### src/rtl/buffered_decoder.sv
// buffered_decoder: circular instruction queue feeding a registered RV32I decode stage.
// Define DEC_ILLEGAL_TRAP_EN to add the registered dis_illegal_out flag.
module buffered_decoder #(
    parameter int IQ_DEPTH = 8,
    parameter int IQ_AW    = 3,
    parameter int OP_WIDTH = 6
) (
    input  logic                clk_in,
    input  logic                rst_n_in,
    input  logic                rob_rollback_in,
    input  logic                fet_valid_in,
    input  logic [31:0]         fet_inst_in,
    input  logic [31:0]         fet_pc_in,
    input  logic [31:0]         fet_predict_pc_in,
    output logic                fet_ready_out,
    output logic                dis_valid_out,
    input  logic                dis_ready_in,
    output logic [OP_WIDTH-1:0] dis_op_out,
    output logic [31:0]         dis_imm_out,
    output logic [4:0]          dis_rs1_out,
    output logic [4:0]          dis_rs2_out,
    output logic [4:0]          dis_rd_out,
    output logic                dis_occupy_rd_out,
    output logic [1:0]          dis_to_lsb_out,
    output logic [2:0]          dis_lsb_goal_out,
    output logic [31:0]         dis_pc_out,
    output logic [31:0]         dis_predict_pc_out,
    output logic [31:0]         dis_inst_out,
    output logic [IQ_AW:0]      iq_count_out
`ifdef DEC_ILLEGAL_TRAP_EN
    ,
    output logic                dis_illegal_out
`endif
);

    localparam logic [OP_WIDTH-1:0] OP_NOP = 0, OP_LUI = 1, OP_AUIPC = 2, OP_JAL = 3;
    localparam logic [OP_WIDTH-1:0] OP_JALR = 4, OP_BEQ = 5, OP_BNE = 6, OP_BLT = 7;
    localparam logic [OP_WIDTH-1:0] OP_BGE = 8, OP_BLTU = 9, OP_BGEU = 10, OP_LB = 11;
    localparam logic [OP_WIDTH-1:0] OP_LH = 12, OP_LW = 13, OP_LBU = 14, OP_LHU = 15;
    localparam logic [OP_WIDTH-1:0] OP_SB = 16, OP_SH = 17, OP_SW = 18, OP_ADDI = 19;
    localparam logic [OP_WIDTH-1:0] OP_SLTI = 20, OP_SLTIU = 21, OP_XORI = 22, OP_ORI = 23;
    localparam logic [OP_WIDTH-1:0] OP_ANDI = 24, OP_SLLI = 25, OP_SRLI = 26, OP_SRAI = 27;
    localparam logic [OP_WIDTH-1:0] OP_ADD = 28, OP_SUB = 29, OP_SLL = 30, OP_SLT = 31;
    localparam logic [OP_WIDTH-1:0] OP_SLTU = 32, OP_XOR = 33, OP_SRL = 34, OP_SRA = 35;
    localparam logic [OP_WIDTH-1:0] OP_OR = 36, OP_AND = 37;

    typedef struct packed {
        logic [31:0] inst;
        logic [31:0] pc;
        logic [31:0] ppc;
    } ent_t;

    typedef struct packed {
        logic                valid;
        logic [OP_WIDTH-1:0] op;
        logic [31:0]         imm;
        logic [4:0]          rs1;
        logic [4:0]          rs2;
        logic [4:0]          rd;
        logic                occ;
        logic [1:0]          lsb;
        logic [2:0]          goal;
`ifdef DEC_ILLEGAL_TRAP_EN
        logic                ill;
`endif
        logic [31:0]         pc;
        logic [31:0]         ppc;
        logic [31:0]         inst;
    } dis_t;

    ent_t                iq_q [IQ_DEPTH];
    logic [IQ_AW:0]      head_q, head_d, tail_q, tail_d;
    dis_t                dis_q, dis_d;
    ent_t                h_ent;
    logic [31:0]         hi, imm_i;
    logic [2:0]          f3;
    logic [6:0]          f7;
    logic                full, empty, push, load, r_ok;
    logic [OP_WIDTH-1:0] dec_op;
    logic [31:0]         dec_imm;

    // Wrap bit distinguishes full from empty when the addresses coincide
    assign empty = (head_q == tail_q);
    assign full  = (head_q[IQ_AW-1:0] == tail_q[IQ_AW-1:0]) &&
                   (head_q[IQ_AW] != tail_q[IQ_AW]);
    assign fet_ready_out = !full;
    assign iq_count_out  = tail_q - head_q;
    assign push = fet_valid_in && !full;
    assign load = !empty && (!dis_q.valid || dis_ready_in);

    assign h_ent = iq_q[head_q[IQ_AW-1:0]];
    assign hi    = h_ent.inst;
    assign f3    = hi[14:12];
    assign f7    = hi[31:25];
    assign imm_i = {{20{hi[31]}}, hi[31:20]};
    assign r_ok  = (f7 == 7'b0) ||
                   (f7 == 7'b0100000 && (f3 == 3'b000 || f3 == 3'b101));

    always_comb begin
        dec_op  = OP_NOP;
        dec_imm = '0;
        unique case (hi[6:0])
            7'b0110111: begin dec_op = OP_LUI; dec_imm = {hi[31:12], 12'b0}; end
            7'b0010111: begin dec_op = OP_AUIPC; dec_imm = {hi[31:12], 12'b0}; end
            7'b1101111: begin
                dec_op  = OP_JAL;
                dec_imm = {{12{hi[31]}}, hi[19:12], hi[20], hi[30:21], 1'b0};
            end
            7'b1100111: begin
                dec_imm = imm_i;
                if (f3 == 3'b000) dec_op = OP_JALR;
            end
            7'b1100011: begin
                dec_imm = {{20{hi[31]}}, hi[7], hi[30:25], hi[11:8], 1'b0};
                unique case (f3)
                    3'b000:  dec_op = OP_BEQ;
                    3'b001:  dec_op = OP_BNE;
                    3'b100:  dec_op = OP_BLT;
                    3'b101:  dec_op = OP_BGE;
                    3'b110:  dec_op = OP_BLTU;
                    3'b111:  dec_op = OP_BGEU;
                    default: dec_op = OP_NOP;
                endcase
            end
            7'b0000011: begin
                dec_imm = imm_i;
                unique case (f3)
                    3'b000:  dec_op = OP_LB;
                    3'b001:  dec_op = OP_LH;
                    3'b010:  dec_op = OP_LW;
                    3'b100:  dec_op = OP_LBU;
                    3'b101:  dec_op = OP_LHU;
                    default: dec_op = OP_NOP;
                endcase
            end
            7'b0100011: begin
                dec_imm = {{20{hi[31]}}, hi[31:25], hi[11:7]};
                unique case (f3)
                    3'b000:  dec_op = OP_SB;
                    3'b001:  dec_op = OP_SH;
                    3'b010:  dec_op = OP_SW;
                    default: dec_op = OP_NOP;
                endcase
            end
            7'b0010011: begin
                dec_imm = imm_i;
                unique case (f3)
                    3'b000: dec_op = OP_ADDI;
                    3'b010: dec_op = OP_SLTI;
                    3'b011: dec_op = OP_SLTIU;
                    3'b100: dec_op = OP_XORI;
                    3'b110: dec_op = OP_ORI;
                    3'b111: dec_op = OP_ANDI;
                    3'b001: if (f7 == 7'b0) dec_op = OP_SLLI;
                    3'b101: begin
                        if (f7 == 7'b0) dec_op = OP_SRLI;
                        else if (f7 == 7'b0100000) dec_op = OP_SRAI;
                    end
                endcase
            end
            7'b0110011: begin
                if (r_ok) begin
                    unique case (f3)
                        3'b000: dec_op = hi[30] ? OP_SUB : OP_ADD;
                        3'b001: dec_op = OP_SLL;
                        3'b010: dec_op = OP_SLT;
                        3'b011: dec_op = OP_SLTU;
                        3'b100: dec_op = OP_XOR;
                        3'b101: dec_op = hi[30] ? OP_SRA : OP_SRL;
                        3'b110: dec_op = OP_OR;
                        3'b111: dec_op = OP_AND;
                    endcase
                end
            end
            default: dec_op = OP_NOP;
        endcase
        // Illegal encodings still flow to the ROB, but carry no payload
        if (dec_op == OP_NOP) dec_imm = '0;
    end

    always_comb begin
        head_d = head_q;
        tail_d = tail_q;
        if (rob_rollback_in) begin
            head_d = '0;
            tail_d = '0;
        end else begin
            if (push) tail_d = tail_q + 1'b1;
            if (load) head_d = head_q + 1'b1;
        end
    end

    always_comb begin
        dis_d = dis_q;
        if (rob_rollback_in) begin
            dis_d    = '0;
            dis_d.op = OP_NOP;
        end else if (load) begin
            dis_d.valid = 1'b1;
            dis_d.op    = dec_op;
            dis_d.imm   = dec_imm;
            dis_d.rs1   = hi[19:15];
            dis_d.rs2   = hi[24:20];
            dis_d.rd    = hi[11:7];
            dis_d.occ   = (dec_op != OP_NOP) && (hi[11:7] != 5'd0) &&
                          !(dec_op >= OP_BEQ && dec_op <= OP_BGEU) &&
                          !(dec_op >= OP_SB && dec_op <= OP_SW);
            dis_d.lsb   = (dec_op >= OP_LB && dec_op <= OP_LHU) ? 2'b10 :
                          (dec_op >= OP_SB && dec_op <= OP_SW)  ? 2'b11 : 2'b00;
            dis_d.goal  = (dec_op == OP_LB || dec_op == OP_LBU || dec_op == OP_SB) ? 3'b001 :
                          (dec_op == OP_LH || dec_op == OP_LHU || dec_op == OP_SH) ? 3'b010 :
                          (dec_op == OP_LW || dec_op == OP_SW) ? 3'b100 : 3'b000;
`ifdef DEC_ILLEGAL_TRAP_EN
            dis_d.ill   = (dec_op == OP_NOP);
`endif
            dis_d.pc    = h_ent.pc;
            dis_d.ppc   = h_ent.ppc;
            dis_d.inst  = hi;
        end else if (dis_ready_in) begin
            dis_d.valid = 1'b0;
        end
    end

    always_ff @(posedge clk_in) begin
        if (push && !rob_rollback_in)
            iq_q[tail_q[IQ_AW-1:0]] <= '{inst: fet_inst_in, pc: fet_pc_in, ppc: fet_predict_pc_in};
    end

    always_ff @(posedge clk_in or negedge rst_n_in) begin
        if (!rst_n_in) begin
            head_q <= '0;
            tail_q <= '0;
            dis_q  <= '0;
        end else begin
            head_q <= head_d;
            tail_q <= tail_d;
            dis_q  <= dis_d;
        end
    end

    assign dis_valid_out      = dis_q.valid;
    assign dis_op_out         = dis_q.op;
    assign dis_imm_out        = dis_q.imm;
    assign dis_rs1_out        = dis_q.rs1;
    assign dis_rs2_out        = dis_q.rs2;
    assign dis_rd_out         = dis_q.rd;
    assign dis_occupy_rd_out  = dis_q.occ;
    assign dis_to_lsb_out     = dis_q.lsb;
    assign dis_lsb_goal_out   = dis_q.goal;
    assign dis_pc_out         = dis_q.pc;
    assign dis_predict_pc_out = dis_q.ppc;
    assign dis_inst_out       = dis_q.inst;
`ifdef DEC_ILLEGAL_TRAP_EN
    assign dis_illegal_out    = dis_q.ill;
`endif

endmodule

### config.mk
export PLATFORM = sky130hd
export DESIGN_NAME = buffered_decoder
export DESIGN_NICKNAME = d
export VERILOG_FILES = /design/src/rtl/buffered_decoder.sv
export SDC_FILE = /design/constraint.sdc
export NUM_CORES = 1
export LEC_CHECK = 0
export BUFFER_PORTS_ARGS = -buffer_cell sky130_fd_sc_hd__buf_2
export CAP_MARGIN = 15
export CORE_UTILIZATION = 55
export DETAILED_ROUTE_END_ITERATION = 12
export GPL_ROUTABILITY_DRIVEN = 0
export PLACE_DENSITY = 0.74
export SYNTH_ARGS = -nofsm -noshare
export SYNTH_HDL_FRONTEND = slang
export SYNTH_SLANG_ARGS = --single-unit
### constraint.sdc
create_clock -name clk_in -period 21.8 [get_ports clk_in]
set_input_delay 3.27 -clock clk_in [delete_from_list [all_inputs] [get_ports clk_in]]
set_output_delay 3.27 -clock clk_in [all_outputs]
set_load 0.02 [all_outputs]
Word level (Yosys, flattened, before mapping)
Memories as Yosys holds them, arrays and structs flattened.
Index checks and enable logic that the tools add are counted.
- mux-type cells: 30
- $add $sub $neg: 3
- order comparisons: 6
- reductions and logical operators: 35
- eq/ne operators: 28
- operators by type and width (kind ; count):
    32-bit case mux with 5 select lines ; 1
    156-bit two-way mux ; 1
    155-bit two-way mux ; 1
    6-bit case mux with 8 select lines ; 2
    6-bit case mux with 9 select lines ; 1
    32-bit two-way mux ; 1
    6-bit by 4-bit == test with 1-bit output (second input constant) ; 5
    7-bit by 6-bit == test with 1-bit output (second input constant) ; 4
    4-bit case mux with 6 select lines ; 1
    7-bit == test (second input constant) ; 3
    4-bit case mux with 5 select lines ; 1
    6-bit by 5-bit == test with 1-bit output (second input constant) ; 3
    4-bit two-way mux ; 4
    5-bit two-way mux ; 3
    5-bit case mux with 3 select lines ; 1
    7-bit by 5-bit == test with 1-bit output (second input constant) ; 2
    3-bit == test (second input constant) ; 4
    6-bit by 4-bit <= comparator with 1-bit output (second input constant) ; 2
    3-bit two-way mux ; 4
    1-bit logical AND ; 11
    4-bit by 1-bit adder with 4-bit output (second input constant) ; 2
    1-bit logical OR ; 8
    7-bit by 2-bit == test with 1-bit output (second input constant) ; 1
    7-bit logical NOT ; 1
    other kinds (22) ; 35
- output and inout port bits: 161
- input bits: 101
- bits in writable memories: 768
- memories: 1
- logic and storage cells: 117
- register bits: 164
- memories (memory ; depth ; width ; read ports ; clocked after memory_dff ; write ports ; line ; text):
    iq_q ; 8 ; 96 ; 1 ; 0 ; 1 ; 71 ; ent_t iq_q [IQ_DEPTH];

Depth between registers and ports, before layout
Gate-level depths: netlist (run 1).
An unclocked memory read counts as a cell.
- depth in word-level cells: 14
- depth in mapped cells: 14
- mapped depth without buffers: 9

Least setup slack after synthesis (run 1)
No wires, ideal clock.
- kind: input to register
- start point: input rob_rollback_in
- end point: memory iq_q[0][0] (netlist name), enable pin
- slack: 10.946 ns
- stages on the path: 4
- data required time: 21.132 ns
- data arrival time: 10.186 ns
- library setup time: 0.668 ns
- buffers on the path: 1
- cell sequence: clkbuf_1 nor2_1 nand2_1 nor3_1
- longest elaborated chain between the ends: 4
- RTL lines (what ; line ; text):
    start, declared ; 10 ; input logic rob_rollback_in,
    1-bit logical NOT ; 225 ; if (push && !rob_rollback_in)
    1-bit logical AND ; 225 ;
    1-bit two-way mux ; 225 ;
    1-bit two-way mux (not written as such) ; 226 ; iq_q[tail_q[IQ_AW-1:0]] <= '{inst: fet_inst_in, pc: fet_pc_in, ppc: fet_predict_pc_in};
    end, declared ; 71 ;
No other way between the ends.

Final worst setup path (run 1)
- start point: register head_q[2]
- end point: output iq_count_out[3]
- longest elaborated chain between the ends: 1
- RTL lines (what ; line ; text):
    start, declared ; 72 ; logic [IQ_AW:0] head_q, head_d, tail_q, tail_d;
    start signal, assigned ; 231 ; head_q <= '0;
    start signal, assigned ; 235 ; head_q <= head_d;
    4-bit subtractor ; 87 ; assign iq_count_out = tail_q - head_q;
    end, declared ; 29 ; output logic [IQ_AW:0] iq_count_out
No other way between the ends.

==> impl_metrics.json, run 1 <==
{
  "status": "finished clean",
  "synthFlopType": "edfxtp_1",
  "start_kind": "flip-flop",
  "timing.rr.start": "head_q[2]",
  "fin_ws_ns": 15.27,
  "start_util_pct": 55.5,
  "skew_ns": 0.0216,
  "viasPerCell": 6.22,
  "io_buffers": 261,
  "hold_buffers": 0,
  "path_class": "reg -> out",
  "rr_endpoint": "iq_q[0][67]",
  "tightest_slew_ns": 1.25,
  "vdd_drop_max_mv": 0.0744,
  "final_cell_area_um2": 40800,
  "worstSetupStartpoint": "head_q[2]",
  "fin_tns_setup_ns": 0,
  "wl_per_cell_um": 25.9,
  "period_minus_slack_ns": 6.53,
  "relSlewSlack_pct": 16.0,
  "cts.clk_slew.worst_paths_ns": 0.06,
  "cts_tree": "built",
  "post-dp-hpwl_mm": 45.8,
  "period_share_pct": 30.0,
  "drc_errors": 0,
  "crit_arrival_ns": 3.26,
  "antenna_found_initial": 20,
  "grt.total_usage_pct": 24.8,
  "drtAntennaViolNets": 0,
  "post_cts_buffers": 0,
  "leakagePower_nw": 14.3,
  "numCtsBuffers": 89,
  "ys_ff_latch": 917,
  "final-hold-violation-count": 0,
  "die_h_um": 257,
  "die_area_um2": 65900,
  "rsz0062_at_grt": "false",
  "clockBufferDepth": 3,
  "setup_viol": 0,
  "worstHoldStart": "dis_imm_out[8]",
  "die_w_um": 257,
  "synth-seq-area-share_pct": 75.0,
  "place_area_um2": 37800,
  "hold_path.class": "reg -> reg",
  "max_freq_mhz": 153,
  "power-per-cell-area_nw_per_um2": 118,
  "row_count": 93,
  "wl_mm": 80.3,
  "synth_edf_count": 768,
  "syn2layout_area_growth_pct": 14.3,
  "io_pins": 262,
  "reg2reg_depth": 10,
  "crit_fanout": 59,
  "core_area_um2": 64300,
  "place_ws_ns": 15.16,
  "dr_total_vias": 19300,
  "syn_avg_cell_area_um2": 18.7,
  "grt_pass1_wl_mm": 122,
  "synth_fp_nets": 2016,
  "holdPathStages": 2,
  "min_to": "dis_imm_out[8]",
  "syn_inst": 1909,
  "clkLatencyLatePin_ns": 0.64,
  "num-nets-final": 2271,
  "yosys_warnings": 0,
  "drive_gt1_share_pct": 30.0,
  "worst_ep_required_time_ns": 18.53,
  "cts_num_sinks": 917,
  "root_buffer": "clkbuf_16",
  "max_cap_violations": 0,
  "grt_pass1_vias": 19800,
  "grt-ovfl-total": 0,
  "post_cts_resized": 0,
  "r2r_slack_ns": 16.37,
  "first_pass_iters": 10,
  "end_kind": "output pin",
  "async_flop_share_pct": 16.2,
  "first_iter_violations": 2131,
  "cts.htree.levels": 3,
  "synth_cell_type_count": 67,
  "netlist_area_um2": 35700,
  "grt_max_degree": 117,
  "drv_slew": 0
}
==> cell type report <==
cell class,instances,area (um2)
flip-flops and latches,917,26800
diodes,10,25.0
clock inverters,47,531
multi-input cells,856,8330
fillers,4328,23500
repair buffers,293,1600
inverters,7,28.8
well taps,855,1070
clock buffers,120,2440
==> synth_stat cells (6+ instances only) <==
cell type / n / area (um2)
a211oi_1: 32 / 240
a21oi_1: 38 / 190
a22o_1: 11 / 96.3
a311oi_1: 64 / 561
buf_1: 6 / 22.5
buf_2: 28 / 140
buf_4: 16 / 120
buf_6: 6 / 67.6
clkbuf_1: 73 / 274
dfrtp_1: 149 / 3730
edfxtp_1: 768 / 23100
mux2_2: 9 / 101
mux2i_1: 19 / 190
mux4_2: 191 / 4300
nand2_1: 194 / 728
nand3_1: 17 / 85.1
nand4_1: 9 / 56.3
nor2_1: 124 / 465
nor3_1: 20 / 100
nor4_1: 6 / 37.5
o21ai_0: 19 / 95.1
o21ai_2: 9 / 78.8
o22ai_1: 6 / 37.5
xnor2_1: 6 / 52.6
==> power breakdown <==
group / switching (W) / internal [W] / total (W)
logic: 0.000719 / 0.000417 / 0.00114
registers: 0.000116 / 0.00202 / 0.00213
clock network: 0.000644 / 0.000907 / 0.00155
total: 0.00148 / 0.00334 / 0.00482
==> state kept, by name, summed over array words and instances, names as in the netlist, 6 cells and up <==
signal and cells:
dis_imm_out 32, dis_inst_out 20, dis_op_out 6, dis_pc_out 32, dis_predict_pc_out 32, iq_q 768
==> layout by cell type, fill, tap and decap left out, types with 9 or more instances in the layout <==
cell / count
clkbuf_16: 91
clkinv_2: 20
mux4_2: 191
mux2i_1: 19
nand2_1: 194
nand4_1: 9
edfxtp_1: 768
o21ai_0: 19
nor2_1: 117
nor3_1: 18
buf_2: 259
diode_2: 10
buf_4: 30
clkbuf_1: 24
nand3_1: 17
a22o_1: 11
bufinv_16: 10
mux2_2: 9
a311oi_1: 64
a211oi_1: 32
clkinv_1: 9
dfrtp_1: 146
a21oi_1: 38
o21ai_2: 9
==> how the worst max path moves through the flow <==
| stage | cells after the start | slack [ns] | to |
|---|---|---|---|
| after detailed placement | 6 | 15.16 | iq_q[0][44] |
| final | 5 | 15.27 | iq_count_out[3] |
| after floorplan | 4 | 10.95 | iq_q[0][0] |
| after global placement | 6 | 15.15 | iq_q[0][57] |
| after global routing | 5 | 15.14 | iq_count_out[3] |
| after CTS | 5 | 15.23 | iq_count_out[3] |
==> cells by family (layout without fill, tap and decap cells) <==
group,Yosys count,count (layout),synth area share [%]
AOI/OAI and AO/OA,216,216,4.49
xor gates and xnor gates,11,11,0.270
adders and majority gates,7,7,0.259
buffers and inverters,136,467,1.82
DFF,917,917,75.0
muxes,229,229,13.4
other,0,10,0
and+or+nand+nor,393,393,4.76
==> metal layers <==
metal	routed length, um	vias up	GRT usage, %
li1	-	8181	-
met1	32200	10000	34.0
met2	39300	921	40.5
met3	6750	143	5.25
met4	1900	18	7.56
met5	145	-	0
==> through the flow <==
step / power, W / util, % / std cells / hold WS, ns
global placement: 0.00327 / 58.7 / 2925 / 0.468
floorplan: 0.00295 / - / 1909 / 0.523
global route: 0.00501 / 63.4 / 3099 / 0.501
CTS: 0.00484 / 63.3 / 3092 / 0.485
detailed placement: 0.00330 / 58.7 / 2925 / 0.472
finish: 0.00482 / 63.4 / 3105 / 0.489
==> worst max-delay path: stages, from the launching register on <==
cell	delay, ns
dfrtp_4	1.01
inv_2	0.48
ha_1	0.46
a21oi_1	0.18
xor2_1	0.26
buf_2	0.22
Power figures use the tool's default switching activity.
==> run 2, diff against run 1 <==
Settings changed: CORE_UTILIZATION 55 to 54, PLACE_DENSITY 0.74 to 0.76.
Clock period 21.8 ns to 6 ns, I/O delays scaled along.
==> impl_metrics.json, run 2 (synthesis gave the netlist of run 1 again) <==
{
  "core_area_um2": 64900,
  "post_cts_buffers": 0,
  "mostFrequentLayoutCells": "edfxtp_1 (768), buf_2 (259), nand2_1 (194), mux4_2 (191), dfrtp_1 (146)",
  "crit_arrival_ns": 5.48,
  "numCtsBuffers": 91,
  "worst_ep_required_time_ns": 6.50,
  "wl_mm": 82.7,
  "io_pins": 262,
  "cp_cell_sequence": "inv_4 > mux2i_1 > nand2_1 > o32ai_1 > o31ai_1 > nor4_2 > nand4_2 > nand3_4 > o21ai_2",
  "r2r_slack_ns": 1.02,
  "io_buffers": 261,
  "grt.total_usage_pct": 25.0,
  "cts_num_sinks": 917,
  "grt_pass1_wl_mm": 124,
  "drc_errors": 0,
  "post-dp-hpwl_mm": 45.8,
  "hold_path.class": "in -> async",
  "final-hold-violation-count": 0,
  "first_iter_violations": 2210,
  "wl_per_cell_um": 26.6,
  "drv_slew": 0,
  "relSlewSlack_pct": 23.5,
  "cts.clk_slew.worst_paths_ns": 0.06,
  "die_w_um": 259,
  "grt_max_degree": 97,
  "root_buffer": "clkbuf_16",
  "rr_endpoint": "dis_imm_out[11]",
  "path_class": "reg -> reg",
  "grt_pass1_vias": 19900,
  "period_minus_slack_ns": 4.98,
  "max_freq_mhz": 201,
  "tightest_slew_ns": 1.12,
  "nFillCells": 4465,
  "die_area_um2": 67200,
  "clockBufferDepth": 3,
  "crit_fanout": 53,
  "cts.htree.levels": 3,
  "cts_tree": "built",
  "setup_viol": 0,
  "die_h_um": 259,
  "row_count": 93,
  "max_cap_violations": 0,
  "layout_commonest_cell": "edfxtp_1",
  "status": "finished clean",
  "place_area_um2": 37900,
  "clkLatencyLatePin_ns": 0.64,
  "start_util_pct": 55.0,
  "final_cell_area_um2": 41100,
  "dr_total_vias": 19400,
  "start_kind": "flip-flop",
  "rsz0062_at_grt": "false",
  "skew_ns": 0.0209,
  "leakagePower_nw": 14.3,
  "num-nets-final": 2275,
  "post_cts_resized": 0,
  "reg2reg_depth": 9,
  "end_kind": "flip-flop",
  "fin_tns_setup_ns": 0,
  "hold_buffers": 0,
  "slowest_stage": "dfrtp_4",
  "drive_gt1_share_pct": 30.1,
  "first_pass_iters": 7,
  "grt-ovfl-total": 0,
  "largest_register_ff_count": 768,
  "antenna_found_initial": 16,
  "timing.rr.start": "head_q[1]",
  "drtAntennaViolNets": 0,
  "viasPerCell": 6.25,
  "period_share_pct": 83.0,
  "syn2layout_area_growth_pct": 15.1,
  "power-per-cell-area_nw_per_um2": 433,
  "vdd_drop_max_mv": 0.330,
  "cp_slowest_stage_delay_ns": 1.04
}
## run 2: cell types whose count changed in the layout (fill, tap and decap cells not counted), moves of 2 or more
cell,before,now
nor3_4,0,2
clkinv_2,20,14
inv_16,0,2
clkinv_1,9,12
nor3_2,4,2
clkbuf_8,5,9
clkbuf_16,91,95
buf_4,30,24
buf_12,1,10
## run 2: power by group
| part | leakage [nW] | internal (W) | switching [W] | total (W) |
|---|---|---|---|---|
| sequential | 8.92 | 0.00734 | 0.000445 | 0.00778 |
| combinational | 3.90 | 0.00153 | 0.00263 | 0.00416 |
| clock | 1.52 | 0.00350 | 0.00235 | 0.00584 |
| total | 14.3 | 0.0124 | 0.00542 | 0.0178 |
## run 2: how the worst max path moves through the flow
stage                            to  slack (ns)  depth (start not counted)      start
floorplan                iq_q[6][0]       -1.05                         12  head_q[2]
global placement    dis_imm_out[15]        1.45                          9  head_q[1]
detailed placement  dis_imm_out[12]        1.24                          9  head_q[1]
CTS                 dis_imm_out[12]        1.20                          9  head_q[1]
global route        dis_imm_out[11]        0.83                          9  head_q[1]
finish              dis_imm_out[11]        1.02                          9  head_q[1]
## run 2: critical path: cells and delay by family, from the launching register on
| family | cells | cell delay, ns |
|---|---|---|
| simple gates | 4 | 1.71 |
| flops | 1 | 1.04 |
| mux | 1 | 1.00 |
| buf+inv | 1 | 0.53 |
| compound gates | 3 | 0.52 |
## run 2: layout make-up
class	instances	area [um2]	area share [%]
sequential	917	26800	65.2
multi-input combinational	856	8340	20.3
clock buffer	127	2590	6.30
timing repair buffer	295	1700	4.15
inverter	7	28.8	0.0700
antenna	9	22.5	0.0548
tap	855	1070	2.60
clock inverter	44	526	1.28
## run 2: per-stage QoR
step | hold slack [ns] | total power, W | cells | util (%) | setup WS [ns]
2_1_floorplan | 0.523 | 0.0107 | 1909 | - | -1.05
3_5_place_dp | 0.473 | 0.0120 | 2929 | 58.4 | 1.24
5_1_grt | 0.177 | 0.0185 | 3104 | 63.2 | 0.828
3_3_place_gp | 0.465 | 0.0120 | 2929 | 58.4 | 1.45
4_1_cts | 0.162 | 0.0179 | 3100 | 63.2 | 1.20
6_report | 0.183 | 0.0178 | 3110 | 63.3 | 1.02
## run 2: routing by layer
metal  vias up  track usage, %  routed length, um
met5         -               0                190
met3       201            5.09               6920
met2       976            40.4              40700
met1     10000            34.7              32700
met4        20            7.57               2160
li1       8196               -                  -
